===== src/rtl/number_bank.sv =====
// Target-pattern store for the memory game: load patterns, then clear them by guessing.
// Optional miss limit (loss after MAX_MISS misses) enabled by `define NUMBER_BANK_MISS_LIMIT_EN.
module number_bank #(
  parameter int WIDTH    = 10,
  parameter int DEPTH    = 10,
  parameter int AW       = 4,
  parameter int MAX_MISS = 3
) (
  input  logic             clk,
  input  logic             clrn,
  input  logic             start,
  input  logic             we,
  input  logic [AW-1:0]    wn,
  input  logic [WIDTH-1:0] d,
  input  logic             key_n,
  input  logic [WIDTH-1:0] sw,
  output logic             exist,
  output logic             hit,
  output logic             miss,
  output logic [AW:0]      remaining,
  output logic             all_found,
  output logic             lose,
  output logic [1:0]       state,
  output logic [WIDTH-1:0] led
);

  typedef enum logic [1:0] {
    S_IDLE = 2'd0,
    S_LOAD = 2'd1,
    S_PLAY = 2'd2,
    S_DONE = 2'd3
  } state_t;

  localparam logic [AW:0] DEPTH_C = DEPTH[AW:0];

  function automatic logic [AW:0] popcnt(input logic [DEPTH-1:0] v);
    logic [AW:0] c;
    c = '0;
    for (int i = 0; i < DEPTH; i++) c = c + {{AW{1'b0}}, v[i]};
    return c;
  endfunction

  state_t           r_state, w_state_nxt;
  logic [WIDTH-1:0] r_slot [DEPTH];
  logic [WIDTH-1:0] w_slot_nxt [DEPTH];
  logic [DEPTH-1:0] r_valid, w_valid_nxt;
  logic [DEPTH-1:0] w_match;
  logic [AW:0]      r_remaining;
  logic [WIDTH-1:0] r_led, w_led_nxt;
  logic             r_key_q;
  logic             r_hit, w_hit_nxt;
  logic             r_miss, w_miss_nxt;
  logic             r_all_found, w_af_nxt;
  logic             w_guess;
  logic             w_wr;

`ifdef NUMBER_BANK_MISS_LIMIT_EN
  localparam int MW = $clog2(MAX_MISS + 1);
  logic [MW-1:0] r_mcnt, w_mcnt_nxt;
  logic          r_lose, w_lose_nxt;
  assign lose = r_lose;
`else
  assign lose = 1'b0;
`endif

  always_comb begin
    for (int i = 0; i < DEPTH; i++)
      w_match[i] = r_valid[i] && (r_slot[i] == sw) && (sw != '0);
  end

  assign w_guess   = r_key_q && !key_n;
  assign w_wr      = we && ({1'b0, wn} < DEPTH_C) && (d != '0);
  assign exist     = (r_state == S_PLAY) && (|w_match);
  assign hit       = r_hit;
  assign miss      = r_miss;
  assign remaining = r_remaining;
  assign all_found = r_all_found;
  assign state     = r_state;
  assign led       = r_led;

  always_comb begin
    w_state_nxt = r_state;
    w_valid_nxt = r_valid;
    w_led_nxt   = r_led;
    w_hit_nxt   = 1'b0;
    w_miss_nxt  = 1'b0;
    w_af_nxt    = r_all_found;
    for (int i = 0; i < DEPTH; i++) w_slot_nxt[i] = r_slot[i];
`ifdef NUMBER_BANK_MISS_LIMIT_EN
    w_lose_nxt = r_lose;
    w_mcnt_nxt = r_mcnt;
`endif
    case (r_state)
      S_IDLE: begin
        w_led_nxt = '0;
        if (start) begin
          w_state_nxt = S_LOAD;
          w_valid_nxt = '0;
          for (int i = 0; i < DEPTH; i++) w_slot_nxt[i] = '0;
`ifdef NUMBER_BANK_MISS_LIMIT_EN
          w_mcnt_nxt = '0;
`endif
        end
      end
      S_LOAD: begin
        if (w_wr) begin
          w_led_nxt = d;
          for (int i = 0; i < DEPTH; i++) begin
            if (wn == i[AW-1:0]) begin
              w_slot_nxt[i]  = d;
              w_valid_nxt[i] = 1'b1;
            end
          end
        end
        // The start check sees the coincident write, so a same-cycle write counts.
        if (start && (popcnt(w_valid_nxt) != '0)) w_state_nxt = S_PLAY;
      end
      S_PLAY: begin
        if (key_n) w_led_nxt = sw;
        if (start) begin
          w_state_nxt = S_IDLE;
          w_valid_nxt = '0;
          for (int i = 0; i < DEPTH; i++) w_slot_nxt[i] = '0;
        end else if (w_guess) begin
          if (|w_match) begin
            w_hit_nxt   = 1'b1;
            w_valid_nxt = r_valid & ~w_match;
            for (int i = 0; i < DEPTH; i++)
              if (w_match[i]) w_slot_nxt[i] = '0;
            if (popcnt(w_valid_nxt) == '0) begin
              w_state_nxt = S_DONE;
              w_af_nxt    = 1'b1;
            end
          end else begin
            w_miss_nxt = 1'b1;
`ifdef NUMBER_BANK_MISS_LIMIT_EN
            w_mcnt_nxt = r_mcnt + MW'(1);
            if (r_mcnt == MW'(MAX_MISS - 1)) begin
              w_state_nxt = S_DONE;
              w_lose_nxt  = 1'b1;
              w_af_nxt    = 1'b0;
            end
`endif
          end
        end
      end
      S_DONE: begin
        w_led_nxt = '1;
        if (start) begin
          w_state_nxt = S_LOAD;
          w_valid_nxt = '0;
          w_af_nxt    = 1'b0;
          for (int i = 0; i < DEPTH; i++) w_slot_nxt[i] = '0;
`ifdef NUMBER_BANK_MISS_LIMIT_EN
          w_lose_nxt = 1'b0;
          w_mcnt_nxt = '0;
`endif
        end
      end
      default: ;
    endcase
  end

  always_ff @(posedge clk or negedge clrn) begin
    if (!clrn) begin
      r_state     <= S_IDLE;
      r_valid     <= '0;
      r_remaining <= '0;
      r_led       <= '0;
      r_key_q     <= 1'b1;
      r_hit       <= 1'b0;
      r_miss      <= 1'b0;
      r_all_found <= 1'b0;
      for (int i = 0; i < DEPTH; i++) r_slot[i] <= '0;
    end else begin
      r_state     <= w_state_nxt;
      r_valid     <= w_valid_nxt;
      r_remaining <= popcnt(w_valid_nxt);
      r_led       <= w_led_nxt;
      r_key_q     <= key_n;
      r_hit       <= w_hit_nxt;
      r_miss      <= w_miss_nxt;
      r_all_found <= w_af_nxt;
      for (int i = 0; i < DEPTH; i++) r_slot[i] <= w_slot_nxt[i];
    end
  end

`ifdef NUMBER_BANK_MISS_LIMIT_EN
  always_ff @(posedge clk or negedge clrn) begin
    if (!clrn) begin
      r_mcnt <= '0;
      r_lose <= 1'b0;
    end else begin
      r_mcnt <= w_mcnt_nxt;
      r_lose <= w_lose_nxt;
    end
  end
`endif

endmodule

===== config.mk =====
export PLATFORM = sky130hd
export DESIGN_NAME = number_bank
export DESIGN_NICKNAME = d
export VERILOG_FILES = /design/src/rtl/number_bank.sv
export SDC_FILE = /design/constraint.sdc
export NUM_CORES = 1
export LEC_CHECK = 0
export BUFFER_PORTS_ARGS = -buffer_cell sky130_fd_sc_hd__buf_2
export CORE_AREA = 2 2 121 123
export CTS_BUF_LIST = sky130_fd_sc_hd__clkbuf_8
export CTS_CLUSTER_SIZE = 10
export DETAILED_ROUTE_END_ITERATION = 6
export DIE_AREA = 0 0 123 125
export GPL_TIMING_DRIVEN = 0
export PLACE_DENSITY = 0.71
export SETUP_SLACK_MARGIN = 0.02
export SLEW_MARGIN = 20
export SYNTH_ARGS = -nofsm -noshare
export SYNTH_HDL_FRONTEND = slang
export SYNTH_SLANG_ARGS = --single-unit

===== constraint.sdc =====
create_clock -name clk -period 6.65 [get_ports clk]
set_input_delay 0.9975 -clock clk [delete_from_list [all_inputs] [get_ports clk]]
set_output_delay 0.9975 -clock clk [all_outputs]
set_load 0.02 [all_outputs]

==> results of run 1 <==
[metrics by stage]
stage / hold slack, ps / power (mW) / util [%]
global placement: 460 / 2.87 / 57.1
global route: 479 / 3.88 / 60.3
finish: 472 / 3.66 / 60.3
floorplan: 480 / 2.56 / -
CTS: 473 / 3.66 / 60.3
detailed placement: 465 / 2.95 / 57.3
[final timing paths]
path                       cells after the start                   start                endpoint  slack (ps)
max                                           20                   sw[1]    state[0]$_DFFE_PN0P_         340
min                                            1                    clrn  r_slot[94]$_DFFE_PN0P_         470
max reg2reg                                   19  r_slot[21]$_DFFE_PN0P_    state[0]$_DFFE_PN0P_        1050
min reg2reg                                    2      led[2]$_DFFE_PN0P_      led[2]$_DFFE_PN0P_         490
max in group asynchronous                      2                    clrn  remaining[0]$_DFF_PN0_        5420
min in group clk                               2      led[2]$_DFFE_PN0P_      led[2]$_DFFE_PN0P_         490
[flip-flops by register name (all words and copies together) (netlist names)]
register / flops
r_slot: 100
r_valid: 10
state: 2
hit: 1
led: 10
miss: 1
all_found: 1
remaining: 4
r_key_q: 1
[cells by family (layout without fill, tap and decap cells)]
kind of cell	after synthesis	after routing	share of synthesized area, %
multiplexers	100	100	14.7
adder cells (fa/ha/maj)	29	29	6.52
AO/OA/AOI/OAI	72	72	8.04
AND/OR/NAND/NOR	161	161	12.1
flip-flops	130	130	42.6
XOR/XNOR	101	101	11.6
buffers and inverters	72	152	4.37
other	1	2	0.0491
[area by class of cell]
type / instances / share of cell area [%]
Multi-Input combinational cell: 465 / 47.4
Sequential cell: 130 / 38.0
Timing Repair Buffer: 48 / 3.14
Clock buffer: 19 / 3.05
Tap cell: 184 / 2.69
Buffer: 33 / 2.19
Clock inverter: 13 / 1.87
Inverter: 39 / 1.71
[cell usage after synthesis (2+ instances only)]
cell type    n
o211ai_1     2
nand3_1     11
nor2_1      21
and2_1      15
or3_1        5
or4_1        3
mux2_2      99
a32oi_1      4
xnor2_1    101
o21a_1       2
a21o_1       6
dfrtp_1    129
buf_6        4
nand4_1     22
buf_1       11
nand2b_1     8
nand2_1     37
nor2b_1     13
a31o_2       3
o31ai_1     10
nor3_1       7
a211oi_1    11
o21ai_0      2
a21oi_1     12
a31oi_1      4
clkbuf_1     9
ha_1        11
nor4_1       7
inv_1       39
buf_4        9
a211oi_4     3
fa_1        18
nor3_4       5
[layer usage]
metal | vias up | GRT usage (%) | routed length [um]
li1 | 2435 | - | -
met3 | 42 | 6.84 | 1240
met1 | 2739 | 35.5 | 8030
met2 | 196 | 40.0 | 8860
met4 | 0 | 9.63 | 520
met5 | - | 0 | 0
[worst register-to-register path, cell delays in order (launching register included)]
cell and delay [ps]:
dfrtp_1 390, xnor2_1 140, nand4_1 110, nor3_1 470, nand2b_1 240, and2_1 240
fa_1 520, inv_1 60, fa_1 480, fa_1 500, inv_1 40, ha_1 200
fa_1 390, nor2b_1 120, a31oi_1 40, or3_1 390, a221oi_1 670, nand2_1 120
a211o_1 320, o311ai_2 70
[where the power goes]
part	total, mW	leakage [nW]	switching, mW	internal [mW]
combinational	1.64	1.90	0.850	0.790
sequential	1.31	1.76	0.210	1.10
clock	0.713	0.211	0.322	0.390
total	3.66	3.87	1.38	2.28
==> out/qor.yml, run 1 <==
run_status:
  status: "complete, no violations"
critical_path:
  max_stage_delay_ps: 670
  worst_ep_required_time_ps: 7000
  crit_path_end_kind: "flip-flop"
  worstPathArrival_ps: 6660
  crit_buf_inv: 4
  crit_slowest_cell: "a221oi_1"
  critical_path_class: "in -> reg"
  worst_path_most_repeated_cell: "fa_1"
  cpLargestDelayFamily: "simple AND/OR/NAND/NOR gates"
  critPathMaxFanout: 10
  worstPathCellList: "buf_2 -> or4_1 -> nor4_4 -> buf_6 -> nand2b_1 -> and2_1 -> fa_1 -> inv_1 -> fa_1 -> fa_1 -> inv_1 -> ha_1 -> fa_1 -> nor2b_1 -> a31oi_1 -> or3_1 -> a221oi_1 -> nand2_1 -> a211o_1 -> o311ai_2"
  start_kind: "primary input"
clocking:
  cts_setup_buffers: 0
  h-tree-depth: 4
  cts_hold_buffers: 0
  clockRootBuffer: "clkbuf_8"
  cts_resized: 0
  clk_path_buf_depth: 2
  numCtsBuffers: 17
  cts_tree: "done"
  clk_latency_ps: 450
  clock-sinks: 130
  clk_pin_slew_ps: 80
routing:
  route.antenna.remaining_nets: 0
  wl_um: 18600
  drt-pass1-iter-count: 5
  drt_iter0_drc: 478
  post_drt_via_cell_ratio: 5.81
  vias: 5412
  drc: 0
  routedWlPerCell_um: 20.0
global_routing:
  antenna_found_initial: 0
  grt_first_pass_wirelength_um: 29900
  grt_max_degree: 85
  gr-total-overflow: 0
  grt_usage_pct: 26.0
  grt_pass1_vias: 5605
timing:
  fin_crit_ps: 6310
  clock.fmax_ghz: 0.158
  rsz0062_at_grt: "false"
  report.final.slew_viol_count: 0
  tns_ps: 0
  fin_crit_sh_pct: 94.9
  setup_viol_count_final: 0
  finClkSkew_ps: 9.87
  relSlewSlack_pct: 33.8
  hold_viol: 0
  postLayoutSetupSlackWorst_ps: 337
  worst_pin_slew_ps: 990
layout:
  diodes: 0
  final_common_cell: "dfrtp_1"
  final_nets: 792
  multi_input_area_sq_um: 4060
  final_cell_mix: "dfrtp_1 (129), xnor2_1 (101), mux2_2 (99), buf_2 (46), inv_1 (41)"
  area_growth_pct: 12.2
  drive_gt1_share_pct: 28.8
  nFillCells: 1183
  finalNonFillerCells: 931
  regArea_sq_um: 3250
  design_area_sq_um: 8570
place:
  place_congestion: 0.944
  post_dp_cell_area_sq_um: 8140
  hpwl_um: 13200
  dp.cells: 899
  io_buffers: 47
  dp_slack_ps: -79.1
yosys:
  synth_flop_cell: "dfrtp_1"
  syn_area_sq_um: 7640
  synth-edff-count: 0
  netlist_top_cells_area: "dfrtp_1 (42%), mux2_2 (15%), xnor2_1 (12%)"
  synth_top_area_share_pct: 42.3
  async_reset_ff_share_pct: 100
  ys_types: 56
  avgSynthCellArea_sq_um: 11.5
  yosysWarnings: 0
  synthCells: 666
  yosysTopAreaCell: "dfrtp_1"
  synth-seq-cells: 130
  synth-seq-area-share_pct: 42.6
worst_hold_path:
  hp-class: "in -> async"
floorplan:
  core_area_sq_um: 14200
  start_util_pct: 53.8
  dieWidth_um: 123
  dieArea_sq_um: 15400
  ioPinCount: 51
  rows: 44
  die_y_um: 125
power_and_ir_drop:
  power_leakage_nw: 3.87
  p_per_area_nw_per_um2: 427
  ir_worst_vdd_v: 0.000266
job:
  drv_cap: 0
(Power assumes the default switching activity.)
==> run 2, diff against run 1 <==
--- a/config.mk
+++ b/config.mk
@@ -6,13 +6,13 @@
 export NUM_CORES = 1
 export LEC_CHECK = 0
 export BUFFER_PORTS_ARGS = -buffer_cell sky130_fd_sc_hd__buf_2
-export CORE_AREA = 2 2 121 123
+export CORE_AREA = 2 2 127 129
 export CTS_BUF_LIST = sky130_fd_sc_hd__clkbuf_8
 export CTS_CLUSTER_SIZE = 10
 export DETAILED_ROUTE_END_ITERATION = 6
-export DIE_AREA = 0 0 123 125
+export DIE_AREA = 0 0 129 131
 export GPL_TIMING_DRIVEN = 0
-export PLACE_DENSITY = 0.71
+export PLACE_DENSITY = 0.65
 export SETUP_SLACK_MARGIN = 0.02
 export SLEW_MARGIN = 20
 export SYNTH_ARGS = -nofsm -noshare
==> run 2 against run 1 <==
Clock power shrank 6.7%. Register-to-register slack worse by 110 ps. Design area increased by 0.16%. Utilization down 5.3 points. First-iteration DRC count down 27%. Clock skew is 1.6 ps higher. Routed wire length grew 3.9%. Critical endpoint unchanged. Highest routed layer unchanged.
==> out/qor.yml, run 2 (synthesized netlist as in run 1, its figures left out) <==
layout:
  regMostFlops: "r_slot"
  final_nets: 792
  regArea_sq_um: 3250
  multi_input_area_sq_um: 4060
  final_cell_mix: "dfrtp_1 (129), xnor2_1 (101), mux2_2 (99), buf_2 (46), inv_1 (40)"
  final_common_cell: "dfrtp_1"
  design_area_sq_um: 8580
  fin_util_pct: 55.0
  area_growth_pct: 12.4
  diodes: 0
  nFillCells: 1390
  largest_reg_flops: 100
  drive_gt1_share_pct: 28.9
power_and_ir_drop:
  p_per_area_nw_per_um2: 421
  power_frac_seq_pct: 36.2
  comb_power_share_pct: 45.4
  power.internal_mw: 2.23
  p_clk_share_pct: 18.4
  totalPowerFinal_mw: 3.61
  power_switching_mw: 1.39
  power_leakage_nw: 3.86
  ir_worst_vdd_v: 0.000217
  p_sw_share_pct: 38.4
floorplan:
  ioPinCount: 51
  dieWidth_um: 129
  dieArea_sq_um: 16900
  start_util_pct: 49.0
  core_area_sq_um: 15600
  die_y_um: 131
  rows: 46
critical_path:
  critPathMaxFanout: 10
  worst_r2r_endpoint: "state[0]$_DFFE_PN0P_"
  worstPathArrival_ps: 6670
  start_kind: "primary input"
  worst_ep_required_time_ps: 7010
  crit_path_end_kind: "flip-flop"
  reg2reg_depth: 19
  critical_path_class: "in -> reg"
  timing.rr.start: "r_slot[21]$_DFFE_PN0P_"
  rrSetupSlack_ps: 940
clocking:
  cts_tree: "done"
  clockRootBuffer: "clkbuf_8"
  clk_pin_slew_ps: 80
  cts_setup_buffers: 0
  clk_latency_ps: 460
  cts_hold_buffers: 0
  clk_path_buf_depth: 2
  h-tree-depth: 4
  numCtsBuffers: 17
  cts_resized: 0
  clock-sinks: 130
timing:
  fin_crit_ps: 6310
  setup_viol_count_final: 0
  fin_crit_sh_pct: 94.9
  rsz0062_at_grt: "false"
  worst_pin_slew_ps: 992
  hold_viol: 0
  clock.fmax_ghz: 0.158
  finClkSkew_ps: 11.5
  relSlewSlack_pct: 33.6
  report.final.slew_viol_count: 0
place:
  place_congestion: 0.914
  io_buffers: 47
  hpwl_um: 13900
  post_dp_cell_area_sq_um: 8190
routing:
  vias: 5320
  wl_um: 19400
  drc: 0
  drt-pass1-iter-count: 5
  route.antenna.remaining_nets: 0
  post_drt_via_cell_ratio: 5.52
  drt_iter0_drc: 351
  routedWlPerCell_um: 20.1
global_routing:
  grt_max_degree: 94
  gr-total-overflow: 0
  antenna_found_initial: 0
  grt_pass1_vias: 5462
  grt_first_pass_wirelength_um: 30500
  grt_usage_pct: 24.5
job:
  drv_cap: 0
worst_hold_path:
  hp-class: "in -> async"
run_status:
  status: "complete, no violations"
run 2: critical path, stage by stage:
cell	delay, ps
buf_2	130
or4_1	580
nor4_4	470
buf_6	220
nand2b_1	230
and2_1	200
fa_1	410
inv_1	80
fa_1	430
fa_1	500
inv_1	40
ha_1	200
fa_1	390
nor2b_1	120
a31oi_1	50
or3_1	370
a221oi_1	750
nand2_1	110
a211o_1	310
o311ai_2	70
run 2: final cells by class:
| type | instances | area share [%] |
|---|---|---|
| clock buffer | 21 | 3.37 |
| multi-input combinational | 465 | 47.3 |
| timing repair buffer | 48 | 3.18 |
| sequential | 130 | 37.9 |
| inverter | 39 | 1.71 |
| tap | 216 | 3.15 |
| buffer | 33 | 2.19 |
| clock inverter | 11 | 1.20 |
run 2: worst max path at each step:
stage          startpoint                   end
6_report            sw[1]  state[0]$_DFFE_PN0P_
3_3_place_gp        sw[1]  state[0]$_DFFE_PN0P_
4_1_cts             sw[1]  state[0]$_DFFE_PN0P_
5_1_grt             sw[1]  state[0]$_DFFE_PN0P_
3_5_place_dp        sw[1]  state[0]$_DFFE_PN0P_
2_1_floorplan       sw[1]  state[0]$_DFFE_PN0P_
run 2: power by group through the flow:
stage,clock network [mW],registers (mW),logic [mW]
6_report,0.665,1.31,1.64
5_1_grt,0.710,1.35,1.79
4_1_cts,0.675,1.30,1.65
3_5_place_dp,0,1.32,1.64
3_3_place_gp,0,1.30,1.59
2_1_floorplan,0,1.31,1.24
run 2: layer usage:
layer / routed length [um] / part of all wire (%) / track usage [%]
met1: 8730 / 45 / 32.3
met2: 9490 / 49 / 40.9
met3: 697 / 3.6 / 4.56
met4: 454 / 2.3 / 8.25
met5: 0 / 0 / 0
run 2: through the flow:
| step | hold slack [ps] | setup WS [ps] | cells | setup TNS [ps] |
|---|---|---|---|---|
| 6_report | 414 | 340 | 963 | 0 |
| 5_1_grt | 431 | 182 | 963 | 0 |
| 2_1_floorplan | 480 | 746 | 667 | 0 |
| 3_5_place_dp | 465 | -38.3 | 931 | -38.3 |
| 4_1_cts | 419 | 427 | 963 | 0 |
| 3_3_place_gp | 460 | 35.9 | 930 | 0 |
==> run 3, diff against run 2 <==
--- a/config.mk
+++ b/config.mk
@@ -6,13 +6,13 @@
 export NUM_CORES = 1
 export LEC_CHECK = 0
 export BUFFER_PORTS_ARGS = -buffer_cell sky130_fd_sc_hd__buf_2
-export CORE_AREA = 2 2 127 129
+export CORE_AREA = 2 2 163 165
 export CTS_BUF_LIST = sky130_fd_sc_hd__clkbuf_8
 export CTS_CLUSTER_SIZE = 10
 export DETAILED_ROUTE_END_ITERATION = 6
-export DIE_AREA = 0 0 129 131
+export DIE_AREA = 0 0 165 167
 export GPL_TIMING_DRIVEN = 0
-export PLACE_DENSITY = 0.65
+export PLACE_DENSITY = 0.43
 export SETUP_SLACK_MARGIN = 0.02
 export SLEW_MARGIN = 20
 export SYNTH_ARGS = -nofsm -noshare
==> run 3 against run 2 <==
Flip-flop and latch count unchanged. Combinational power about the same. Worst hold slack better by 5.2 ps. Final cell count rose by 12%. Sequential share of layout area decreased by 0.55 points. Clock power fell by 3%. Non-clock buffer count stayed put. Clock skew up 3.3 ps. Largest cell class unchanged. Via count is 2.2% lower. Maximum frequency grew 0.88%. Die area increased by 63%.
==> out/qor.yml, run 3 (synthesized netlist as in run 1, its figures left out) <==
place:
  place_congestion: 0.822
  dp_slack_ps: -359
  dp.cells: 1050
  io_buffers: 47
  hpwl_um: 15300
global_routing:
  grt_first_pass_wirelength_um: 34100
  gr-total-overflow: 0
  grt_max_degree: 90
  grt_usage_pct: 16.8
  grt_pass1_vias: 5756
  antenna_found_initial: 0
layout:
  fin_util_pct: 33.8
  regMostFlops: "r_slot"
  diodes: 0
  final_cell_mix: "dfrtp_1 (129), xnor2_1 (101), mux2_2 (99), buf_2 (46), inv_1 (43)"
  final_nets: 792
  largest_reg_flops: 100
  area_growth_pct: 14.0
  finalNonFillerCells: 1081
  final_common_cell: "dfrtp_1"
  drive_gt1_share_pct: 28.6
worst_hold_path:
  hp-class: "in -> async"
power_and_ir_drop:
  totalPowerFinal_mw: 3.60
  p_per_area_nw_per_um2: 414
  ir_worst_vdd_v: 0.000153
  p_clk_share_pct: 17.9
  power_leakage_nw: 3.86
  power.internal_mw: 2.21
  comb_power_share_pct: 46.0
  power_frac_seq_pct: 36.1
  p_sw_share_pct: 38.6
  power_switching_mw: 1.39
critical_path:
  reg2reg_depth: 19
  worstPathArrival_ps: 6610
  start_kind: "primary input"
  rrSetupSlack_ps: 1210
  crit_path_end_kind: "flip-flop"
  timing.rr.start: "r_slot[21]$_DFFE_PN0P_"
  worst_r2r_endpoint: "state[0]$_DFFE_PN0P_"
  critPathLaunch: "sw[1]"
  worstSetupEndpoint: "state[0]$_DFFE_PN0P_"
  critical_path_class: "in -> reg"
  worst_ep_required_time_ps: 7000
  critPathMaxFanout: 10
floorplan:
  dieArea_sq_um: 27600
  rows: 59
  start_util_pct: 29.6
  core_area_sq_um: 25800
  ioPinCount: 51
  die_y_um: 167
  dieWidth_um: 165
timing:
  relSlewSlack_pct: 28.7
  fin_crit_ps: 6250
  report.final.slew_viol_count: 0
  setup_viol_count_final: 0
  holdWs_ps: 419
  finClkSkew_ps: 14.8
  hold_viol: 0
  postLayoutSetupSlackWorst_ps: 395
  worst_pin_slew_ps: 1070
  rsz0062_at_grt: "false"
  clock.fmax_ghz: 0.160
  fin_crit_sh_pct: 94.1
clocking:
  clockRootBuffer: "clkbuf_8"
  clk_pin_slew_ps: 80
  cts_setup_buffers: 0
  numCtsBuffers: 17
  clock-sinks: 130
  clk_path_buf_depth: 2
  clk_latency_ps: 450
  h-tree-depth: 4
  cts_tree: "done"
run_status:
  status: "complete, no violations"
routing:
  route.antenna.remaining_nets: 0
  drt_iter0_drc: 226
  drt-pass1-iter-count: 4
  drc: 0
  vias: 5204
  post_drt_via_cell_ratio: 4.81
  routedWlPerCell_um: 20.1
  wl_um: 21800
job:
  drv_cap: 0
-- run 3: changes by cell type in the layout (fill, tap and decap cells not counted), sizes merged --
cell and delta:
clkinv +1, inv +1, clkbuf -4, bufinv +1
-- run 3: stage by stage --
| step | setup TNS, ps | cell area, sq um |
|---|---|---|
| 6_report | 0 | 8710 |
| 5_1_grt | 0 | 8710 |
| 4_1_cts | 0 | 8700 |
| 3_5_place_dp | -567 | 8340 |
| 3_3_place_gp | -313 | 8300 |
| 2_1_floorplan | 0 | 7640 |
-- run 3: worst min path at each step --
stage	slack [ps]	end
detailed placement	460	led[9]$_DFFE_PN0P_
CTS	410	led[2]$_DFFE_PN0P_
floorplan	480	r_slot[45]$_DFFE_PN0P_
global route	410	state[1]$_DFFE_PN0P_
finish	420	state[1]$_DFFE_PN0P_
global placement	460	led[7]$_DFFE_PN0P_
-- run 3: critical path: stages --
cell      delay (ps)
buf_2            130
or4_1            580
nor4_4           580
buf_6            240
nand2b_1         230
and2_1           180
fa_1             410
inv_1             80
fa_1             420
fa_1             490
inv_1             40
ha_1             200
fa_1             400
nor2b_1          130
a31oi_1           40
or3_1            410
a221oi_2         540
nand2_1          110
a211o_1          310
o311ai_2          70
-- run 3: area by class of cell --
class	count	area [sq um]
fillers	2605	17100
multi-input cells	465	4060
flip-flops and latches	130	3250
well taps	335	419
repair buffers	48	273
clock buffers	17	234
plain buffers	33	188
inverters	39	146
clock inverters	14	128
-- run 3: repair_timing --
action	4_1_cts	5_1_grt
endpoints found under the setup margin	0	2
hold buffers	0	0
resized for setup	0	1
-- run 3: power by group through the flow --
stage	combinational (mW)	sequential, mW	clock [mW]
after floorplan	1.24	1.31	0
after global placement	1.63	1.30	0
after detailed placement	1.67	1.32	0
after CTS	1.68	1.30	0.667
after global routing	1.82	1.34	0.706
final	1.66	1.30	0.646
-- run 3: routing by layer --
layer	GRT usage, %	share of wire, %
met3	3.41	3.9
met5	0	0
met2	26.6	47
met1	23.1	47
met4	4.99	1.9
